[config.mk]
export PLATFORM = sky130hd
export DESIGN_NAME = alu_issue_unit_flat
export DESIGN_NICKNAME = d
export VERILOG_FILES = /design/src/rtl/alu_pkg.sv /design/src/rtl/alu_issue_unit_if.sv /design/src/rtl/alu_regfile.sv /design/src/rtl/alu_issue_unit.sv /design/src/flat_wrapper.sv
export SDC_FILE = /design/constraint.sdc
export NUM_CORES = 1
export LEC_CHECK = 0
export ABC_AREA = 1
export ABC_CLOCK_PERIOD_IN_PS = 3600
export BUFFER_PORTS_ARGS = -buffer_cell sky130_fd_sc_hd__clkbuf_2
export CORE_MARGIN = 2
export CORE_UTILIZATION = 45
export DETAILED_ROUTE_END_ITERATION = 7
export PLACE_DENSITY = 0.72
export RECOVER_POWER = 100
export SLEW_MARGIN = 40
export SYNTH_ARGS = -nofsm -noshare
export SYNTH_HDL_FRONTEND = slang
export SYNTH_SLANG_ARGS = --single-unit
export TNS_END_PERCENT = 30
[constraint.sdc]
create_clock -name clk_i -period 3.6 [get_ports clk_i]
set_clock_uncertainty 0.05 [all_clocks]
set_input_delay 0.72 -clock clk_i [delete_from_list [all_inputs] [get_ports clk_i]]
set_output_delay 0.72 -clock clk_i [all_outputs]
set_load 0.02 [all_outputs]
[src/rtl/alu_pkg.sv]
// Shared opcode encodings and issue-FSM state type for the ALU issue path.
package alu_pkg;

  localparam logic [2:0] OP_NAND = 3'b000;
  localparam logic [2:0] OP_XOR  = 3'b001;
  localparam logic [2:0] OP_ADD  = 3'b010;
  localparam logic [2:0] OP_ASR  = 3'b011;
  localparam logic [2:0] OP_OR   = 3'b100;
  localparam logic [2:0] OP_LSL  = 3'b101;
  localparam logic [2:0] OP_NOT  = 3'b110;
  localparam logic [2:0] OP_LT   = 3'b111;

  typedef enum logic [1:0] {
    ST_IDLE = 2'd0,
    ST_EXEC = 2'd1,
    ST_WB   = 2'd2
  } issue_state_t;

endpackage

[src/rtl/alu_issue_unit_if.sv]
// Instruction valid/ready channel into the ALU issue unit.
interface alu_issue_unit_if #(
  parameter int WIDTH  = 8,
  parameter int REG_AW = 3
);
  logic              valid;
  logic              ready;
  logic [2:0]        opcode;
  logic [REG_AW-1:0] rd;
  logic [REG_AW-1:0] rs1;
  logic [REG_AW-1:0] rs2;
  logic              imm_en;
  logic [WIDTH-1:0]  imm;

  modport master (output valid, opcode, rd, rs1, rs2, imm_en, imm, input ready);
  modport slave  (input valid, opcode, rd, rs1, rs2, imm_en, imm, output ready);
endinterface

[src/rtl/alu_regfile.sv]
// NUM_REGS x WIDTH register file: two operand read ports, one debug read port,
// one synchronous write port; r0 never takes a write and so always reads zero.
module alu_regfile #(
  parameter int WIDTH    = 8,
  parameter int NUM_REGS = 8,
  localparam int REG_AW  = $clog2(NUM_REGS)
) (
  input  logic              clk_i,
  input  logic              rst_i,
  input  logic [REG_AW-1:0] rs1_addr_i,
  output logic [WIDTH-1:0]  rs1_data_o,
  input  logic [REG_AW-1:0] rs2_addr_i,
  output logic [WIDTH-1:0]  rs2_data_o,
  input  logic [REG_AW-1:0] dbg_addr_i,
  output logic [WIDTH-1:0]  dbg_data_o,
  input  logic              we_i,
  input  logic [REG_AW-1:0] waddr_i,
  input  logic [WIDTH-1:0]  wdata_i
);

  logic [WIDTH-1:0] rf_q [NUM_REGS];

  always_ff @(posedge clk_i) begin
    if (rst_i) begin
      for (int i = 0; i < NUM_REGS; i++) rf_q[i] <= '0;
    end else if (we_i && (waddr_i != '0)) begin
      rf_q[waddr_i] <= wdata_i;
    end
  end

  assign rs1_data_o = rf_q[rs1_addr_i];
  assign rs2_data_o = rf_q[rs2_addr_i];
  assign dbg_data_o = rf_q[dbg_addr_i];

endmodule

[src/rtl/alu_issue_unit.sv]
// Non-pipelined issue stage: accept one instruction, present operands to the
// registered ALU, then write its result back. IDLE -> EXEC -> WB -> IDLE.
module alu_issue_unit
  import alu_pkg::*;
#(
  parameter int WIDTH    = 8,
  parameter int NUM_REGS = 8,
  localparam int REG_AW  = $clog2(NUM_REGS)
) (
  input  logic              clk_i,
  input  logic              rst_i,
  alu_issue_unit_if.slave   instr_if,
  output logic [WIDTH-1:0]  alu_first_o,
  output logic [WIDTH-1:0]  alu_second_o,
  output logic [2:0]        alu_opcode_o,
  input  logic [WIDTH-1:0]  alu_result_i,
  output logic              wb_valid_o,
  output logic [REG_AW-1:0] wb_addr_o,
  output logic [WIDTH-1:0]  wb_data_o,
  output logic              busy_o,
  input  logic [REG_AW-1:0] dbg_addr_i,
  output logic [WIDTH-1:0]  dbg_data_o
);

  issue_state_t      state_q;
  logic [WIDTH-1:0]  first_q;
  logic [WIDTH-1:0]  second_q;
  logic [2:0]        opcode_q;
  logic [REG_AW-1:0] rd_q;

  logic [WIDTH-1:0]  rs1_data;
  logic [WIDTH-1:0]  rs2_data;
  logic              accept;
  logic              in_wb;

  assign accept = (state_q == ST_IDLE) && instr_if.valid;
  assign in_wb  = (state_q == ST_WB);

  alu_regfile #(.WIDTH(WIDTH), .NUM_REGS(NUM_REGS)) u_regfile (
    .clk_i      (clk_i),
    .rst_i      (rst_i),
    .rs1_addr_i (instr_if.rs1),
    .rs1_data_o (rs1_data),
    .rs2_addr_i (instr_if.rs2),
    .rs2_data_o (rs2_data),
    .dbg_addr_i (dbg_addr_i),
    .dbg_data_o (dbg_data_o),
    .we_i       (in_wb),
    .waddr_i    (rd_q),
    .wdata_i    (alu_result_i)
  );

  // Operands are sampled at accept, so rd==rs1/rs2 sees the pre-write value.
  always_ff @(posedge clk_i) begin
    if (rst_i) begin
      state_q  <= ST_IDLE;
      first_q  <= '0;
      second_q <= '0;
      opcode_q <= '0;
      rd_q     <= '0;
    end else begin
      case (state_q)
        ST_IDLE: begin
          if (accept) begin
            first_q  <= rs1_data;
            second_q <= instr_if.imm_en ? instr_if.imm : rs2_data;
            opcode_q <= instr_if.opcode;
            rd_q     <= instr_if.rd;
            state_q  <= ST_EXEC;
          end
        end
        ST_EXEC: state_q <= ST_WB;
        ST_WB:   state_q <= ST_IDLE;
        default: state_q <= ST_IDLE;
      endcase
    end
  end

  assign instr_if.ready = (state_q == ST_IDLE);
  assign busy_o         = (state_q != ST_IDLE);
  assign alu_first_o    = first_q;
  assign alu_second_o   = second_q;
  assign alu_opcode_o   = opcode_q;
  assign wb_valid_o     = in_wb;
  assign wb_addr_o      = in_wb ? rd_q : '0;
  assign wb_data_o      = in_wb ? alu_result_i : '0;

endmodule

[src/flat_wrapper.sv]
// flat-port wrapper written by rule: the top's interface ports become plain ports
module alu_issue_unit_flat import alu_pkg::*;
#(
  parameter int WIDTH    = 8,
  parameter int NUM_REGS = 8,
  localparam int REG_AW  = $clog2(NUM_REGS)
)
  (clk_i, rst_i, alu_first_o, alu_second_o, alu_opcode_o, alu_result_i, wb_valid_o, wb_addr_o, wb_data_o, busy_o, dbg_addr_i, dbg_data_o, instr_if_valid, instr_if_opcode, instr_if_rd, instr_if_rs1, instr_if_rs2, instr_if_imm_en, instr_if_imm, instr_if_ready);
  alu_issue_unit_if #(.WIDTH(WIDTH), .REG_AW((3))) instr_if_i ();
  input  logic clk_i;
  input  logic rst_i;
  output logic [WIDTH-1:0] alu_first_o;
  output logic [WIDTH-1:0] alu_second_o;
  output logic [2:0] alu_opcode_o;
  input  logic [WIDTH-1:0] alu_result_i;
  output logic wb_valid_o;
  output logic [REG_AW-1:0] wb_addr_o;
  output logic [WIDTH-1:0] wb_data_o;
  output logic busy_o;
  input  logic [REG_AW-1:0] dbg_addr_i;
  output logic [WIDTH-1:0] dbg_data_o;
  input wire logic [$bits(instr_if_i.valid)-1:0] instr_if_valid;
  input wire logic [$bits(instr_if_i.opcode)-1:0] instr_if_opcode;
  input wire logic [$bits(instr_if_i.rd)-1:0] instr_if_rd;
  input wire logic [$bits(instr_if_i.rs1)-1:0] instr_if_rs1;
  input wire logic [$bits(instr_if_i.rs2)-1:0] instr_if_rs2;
  input wire logic [$bits(instr_if_i.imm_en)-1:0] instr_if_imm_en;
  input wire logic [$bits(instr_if_i.imm)-1:0] instr_if_imm;
  output wire logic [$bits(instr_if_i.ready)-1:0] instr_if_ready;
  assign instr_if_i.valid = instr_if_valid;
  assign instr_if_i.opcode = instr_if_opcode;
  assign instr_if_i.rd = instr_if_rd;
  assign instr_if_i.rs1 = instr_if_rs1;
  assign instr_if_i.rs2 = instr_if_rs2;
  assign instr_if_i.imm_en = instr_if_imm_en;
  assign instr_if_i.imm = instr_if_imm;
  assign instr_if_ready = instr_if_i.ready;
  alu_issue_unit #(.WIDTH(WIDTH), .NUM_REGS(NUM_REGS)) u_core (.clk_i(clk_i), .rst_i(rst_i), .instr_if(instr_if_i), .alu_first_o(alu_first_o), .alu_second_o(alu_second_o), .alu_opcode_o(alu_opcode_o), .alu_result_i(alu_result_i), .wb_valid_o(wb_valid_o), .wb_addr_o(wb_addr_o), .wb_data_o(wb_data_o), .busy_o(busy_o), .dbg_addr_i(dbg_addr_i), .dbg_data_o(dbg_data_o));
endmodule
# Word-level counts from Yosys, hierarchy flattened
# Memory sizes are Yosys's and may differ from the RTL's. A register that Yosys moved wholly into a read port is not among the register bits.
# Cells that the tools add are included.
# classes
n_eq_ne,3
n_reduce_logical,7
muxes,13
# ops
op,n
2-to-1 mux 8 bit,3
OR reduction 8 bit,1
2-to-1 mux 1 bit,6
2-to-1 mux 3 bit,2
one-hot mux 2 bit (2 select lines),1
nonzero test 3 bit,1
"equality test 2 x 1 -> 1 bit, second input constant",1
"equality test 2 bit, second input constant",1
logical AND 1 bit,2
zero test 2 bit,1
2-to-1 mux 2 bit,1
"!= test 2 x 1 -> 1 bit, second input constant",1
AND reduction 2 bit,1
nonzero test 2 bit,1
# word_totals
memories,1
ram_bits,64
out_inout_bits,41
ff_bits,16
inputBits,35
# mem_list
memory,depth,width,rd,rd_ports_with_merged_regs,write_ports,line,source
u_core.u_regfile.rf_q,8,8,3,1,8,alu_regfile.sv:21,logic [WIDTH-1:0] rf_q [NUM_REGS];

# Depth between registers and ports, before layout
# depth
ltp_word,7
mapped_depth,9
ltp_nobuf,7

# Hierarchy
# From an unflattened synthesis, not the netlist that was laid out.
# hier_totals
cells_unflattened,856
area_unflattened_um2,5636.7
# by_module_without_submodules
module,seq_area_each_um2,area_per_inst_um2,instances,cells_each
alu_regfile,1921.8,4433.0,1,669
alu_issue_unit,480.5,1203.7,1,187

# Worst setup path before layout
# No wires, ideal clock.
# synth_timing
path_type,input -> output
start,input port dbg_addr_i[0]
end,output port dbg_data_o[5]
n_path_buf,2
path_slack_ps,1129
t_required_ps,2830
cell_stages,7
arrival_ps,1701
cell_sequence,buf_4 -> buf_2 -> a21oi_1 -> o21ai_0 -> nand2_1 -> nor2_1 -> a31oi_1
# synth_via
elab_chain_cells,1
# synth_lines
item,line,source
from (decl),flat_wrapper.sv:20,input logic [REG_AW-1:0] dbg_addr_i;
memory read (8 x 8 bit),-,
to (decl),flat_wrapper.sv:21,output logic [WIDTH-1:0] dbg_data_o;
# Every way passes these cells.

# Final worst setup path
# layout_timing
start,input port dbg_addr_i[0]
end,output port dbg_data_o[3]
# Same word-level chain as after synthesis.

==> flow_summary_export.csv <==
group,metric,value,unit
run_status,status,"finished with violations",
run_status,violations,"capacitance limit, slew limit",
power_and_ir_drop,combPwrFrac,0.165,
clock_tree,holdBufCountCts,0,
timing,fin_crit,2950,ps
clock_tree,cts_resized,0,
detailed_routing,first_pass_iters,5,
timing,fin_crit_sh,0.819,
layout,fin_nets,738,
detailed_routing,avgRoutedWirePerCell,17.1,µm
clock_tree,cts_made_buffers,9,
logic_synthesis,seq_area_frac_synth,0.479,
power_and_ir_drop,p_leak,0.00228,µW
setup_path,worstPathRequired,2830,ps
setup_path,worst_setup_path_start_kind,"primary input",
placed_design,gp_congestion,0.924,
timing,slew_headroom,-0.103,
clock_tree,clk_path_buf_depth,2,
global_routing,grt_pass1_vias,4144,
clock_tree,cts_max_level,3,
logic_synthesis,yosysUniqueCellTypes,24,
power_and_ir_drop,ir_drop,0.222,mV
detailed_routing,postRouteWirelength,14.5,mm
placed_design,dp_hpwl,11.2,mm
power_and_ir_drop,p_switching,670,µW
global_routing,grt_antenna_before_repair,0,
logic_synthesis,syn_avg_cell_area,7.73,µm²
setup_path,slowest_delay,310,ps
placed_design,numPortBuffers,75,
timing,timing_hold_violations_final,0,
detailed_routing,dr_total_vias,4618,
timing,tightest_slew,1660,ps
floorplan,start_util,0.463,
setup_path,path_cells,"clkbuf_2 > inv_1 > a21oi_1 > o21ai_0 > nand2_1 > nor2_1 > a31oi_1 > clkbuf_1",
power_and_ir_drop,total_power,2160,µW
setup_path,crit_fanout,22,
clock_tree,insertion_delay,380,ps
floorplan,rows,38,
timing,setup_viol,0,
power_and_ir_drop,seqPwrFrac,0.545,
global_routing,grt_max_degree,63,
detailed_routing,vias_per_cell,5.45,
clock_tree,clkSlewWorstSetupHoldPaths,80,ps
clock_tree,cts_sinks,88,
layout,drive_gt1_frac,0.0791,
layout,area_delta_synth_final,8.41,%
floorplan,num_io_pins,76,
floorplan,die_x,110,µm
timing,fmax,339,MHz
power_and_ir_drop,power_density,398,nW/µm²
logic_synthesis,syn_area,5020,µm²
timing,slew_viol_final,43,
power_and_ir_drop,p_clk_frac,0.290,
clock_tree,cts_root_buffer,"clkbuf_8",
floorplan,die_h,110,µm
clock_tree,cts_tree,"done",
logic_synthesis,ys_seq_elements,88,
setup_path,critical_path.endpoint_type,"output pin",
logic_synthesis,yosysWarnings,0,
setup_path,criticalPathCategory,"primary input to output pin",
detailed_routing,route.detailed.drc,0,
setup_path,crit_slowest_cell,"inv_1",
power_and_ir_drop,intPower,1490,µW
floorplan,dieArea,12000,µm²
detailed_routing,drtAntennaViolNets,0,
power_and_ir_drop,p_sw_frac,0.310,
global_routing,grt_pass1_wl,22.2,mm
layout,antennaDiodeCount,0,
flow_run,drv_cap,1,
worst_hold_path,holdCritPathClass,"flip-flop to flip-flop",
floorplan,core_area,10800,µm²
timing,tns,0,ps
logic_synthesis,netlist_instances,649,
detailed_routing,drtIter0Drc,289,
global_routing,grt-ovfl-total,0,
global_routing,grtUsageTotal,0.251,
clock_tree,post-cts-setup-buffers,0,
timing,rsz0062_at_grt,"no",
setup_path,cp.arrival,2180,ps
[power by group through the flow]
stage               Sequential [µW]  Clock, µW  Combinational [µW]
detailed placement             1200          0                 366
CTS                            1180        635                 367
global route                   1180        665                 400
floorplan                      1200          0                 250
global placement               1200          0                 360
finish                         1180        628                 357
[placed cells by master (no fill, tap or decap), types with 27 or more instances in the layout]
| cell | instances |
|---|---|
| inv_1 | 63 |
| o211ai_1 | 27 |
| nand3_1 | 75 |
| nor2_1 | 95 |
| nand2_1 | 130 |
| edfxtp_1 | 64 |
| o21ai_0 | 49 |
| a21oi_1 | 60 |
| clkbuf_2 | 34 |
| clkbuf_1 | 42 |
[Yosys cell counts]
| master | n | area, µm² |
|---|---|---|
| nor3_1 | 1 | 5.00 |
| o211ai_1 | 27 | 203 |
| a21oi_1 | 60 | 300 |
| nor2_1 | 94 | 353 |
| o21ai_0 | 49 | 245 |
| nand3_1 | 74 | 370 |
| dfxtp_1 | 24 | 480 |
| conb_1 | 1 | 3.75 |
| buf_4 | 4 | 30.0 |
| buf_2 | 21 | 105 |
| nor3_4 | 1 | 16.3 |
| nand2_1 | 123 | 462 |
| nor2_4 | 1 | 11.3 |
| edfxtp_1 | 64 | 1920 |
| buf_1 | 3 | 11.3 |
| inv_2 | 4 | 15.0 |
| o21ai_1 | 3 | 15.0 |
| o2111ai_1 | 1 | 8.76 |
| inv_1 | 62 | 233 |
| nand2_2 | 8 | 50.1 |
| clkbuf_1 | 8 | 30.0 |
| nand3_4 | 1 | 17.5 |
| a31oi_1 | 8 | 50.1 |
| buf_6 | 7 | 78.8 |
[per-layer routing]
layer | GRT usage | vias up | routed length, µm
met1 | 0.362 | 2076 | 6400
li1 | - | 2280 | -
met3 | 0.0474 | 32 | 1360
met2 | 0.363 | 230 | 6210
met4 | 0.117 | 0 | 541
met5 | 0 | - | 0
[layout make-up]
class	instances	area [µm²]
sequential	88	2400
clock buffer	10	128
fill	1093	5400
clock inverter	6	42.5
tap	140	175
timing repair buffer	79	354
multi-input combinational	459	2090
inverter	66	248
[sequential cells by signal, indices dropped and copies added (netlist names)]
name / flops
u_core.u_regfile.rf_q: 64
u_core.alu_second_o: 8
u_core.alu_first_o: 8
u_core.state_q: 2
u_core.alu_opcode_o: 3
u_core.rd_q: 3
[cell families (layout without fill, tap and decap cells)]
group	after synthesis	in the layout	share of synthesized area
other cells	1	8	0.000748
compound gates	148	148	0.164
buf+inv	109	161	0.100
simple gates	303	303	0.256
flops	88	88	0.479
[through the flow]
step	hold WS, ps	instances	setup slack [ps]	util	area [µm²]
after floorplan	430	656	1130	-	5040
after global placement	404	832	917	0.495	5370
after detailed placement	411	832	863	0.495	5370
after CTS	424	848	864	0.511	5540
after global routing	426	848	442	0.502	5440
final	404	848	651	0.502	5440
[critical path: cells and delay by family]
family          cells  cell delay [ps]
compound gates      3              500
buf+inv             3              830
simple gates        2              130
[worst paths after layout]
path,depth (start not counted),to,slack (ps),start
setup / recovery,8,dbg_data_o[3],650,dbg_addr_i[0]
hold / removal,1,u_core.state_q[1]$_SDFFE_PP0P_,400,u_core.state_q[1]$_SDFFE_PP0P_
setup reg to reg,5,u_core.u_regfile.rf_q[1][0]$_SDFFCE_PN0P_,1290,u_core.state_q[0]$_SDFFE_PP0P_
hold reg to reg,1,u_core.state_q[1]$_SDFFE_PP0P_,400,u_core.state_q[1]$_SDFFE_PP0P_
No activity file was read; power rests on OpenSTA's default activity.
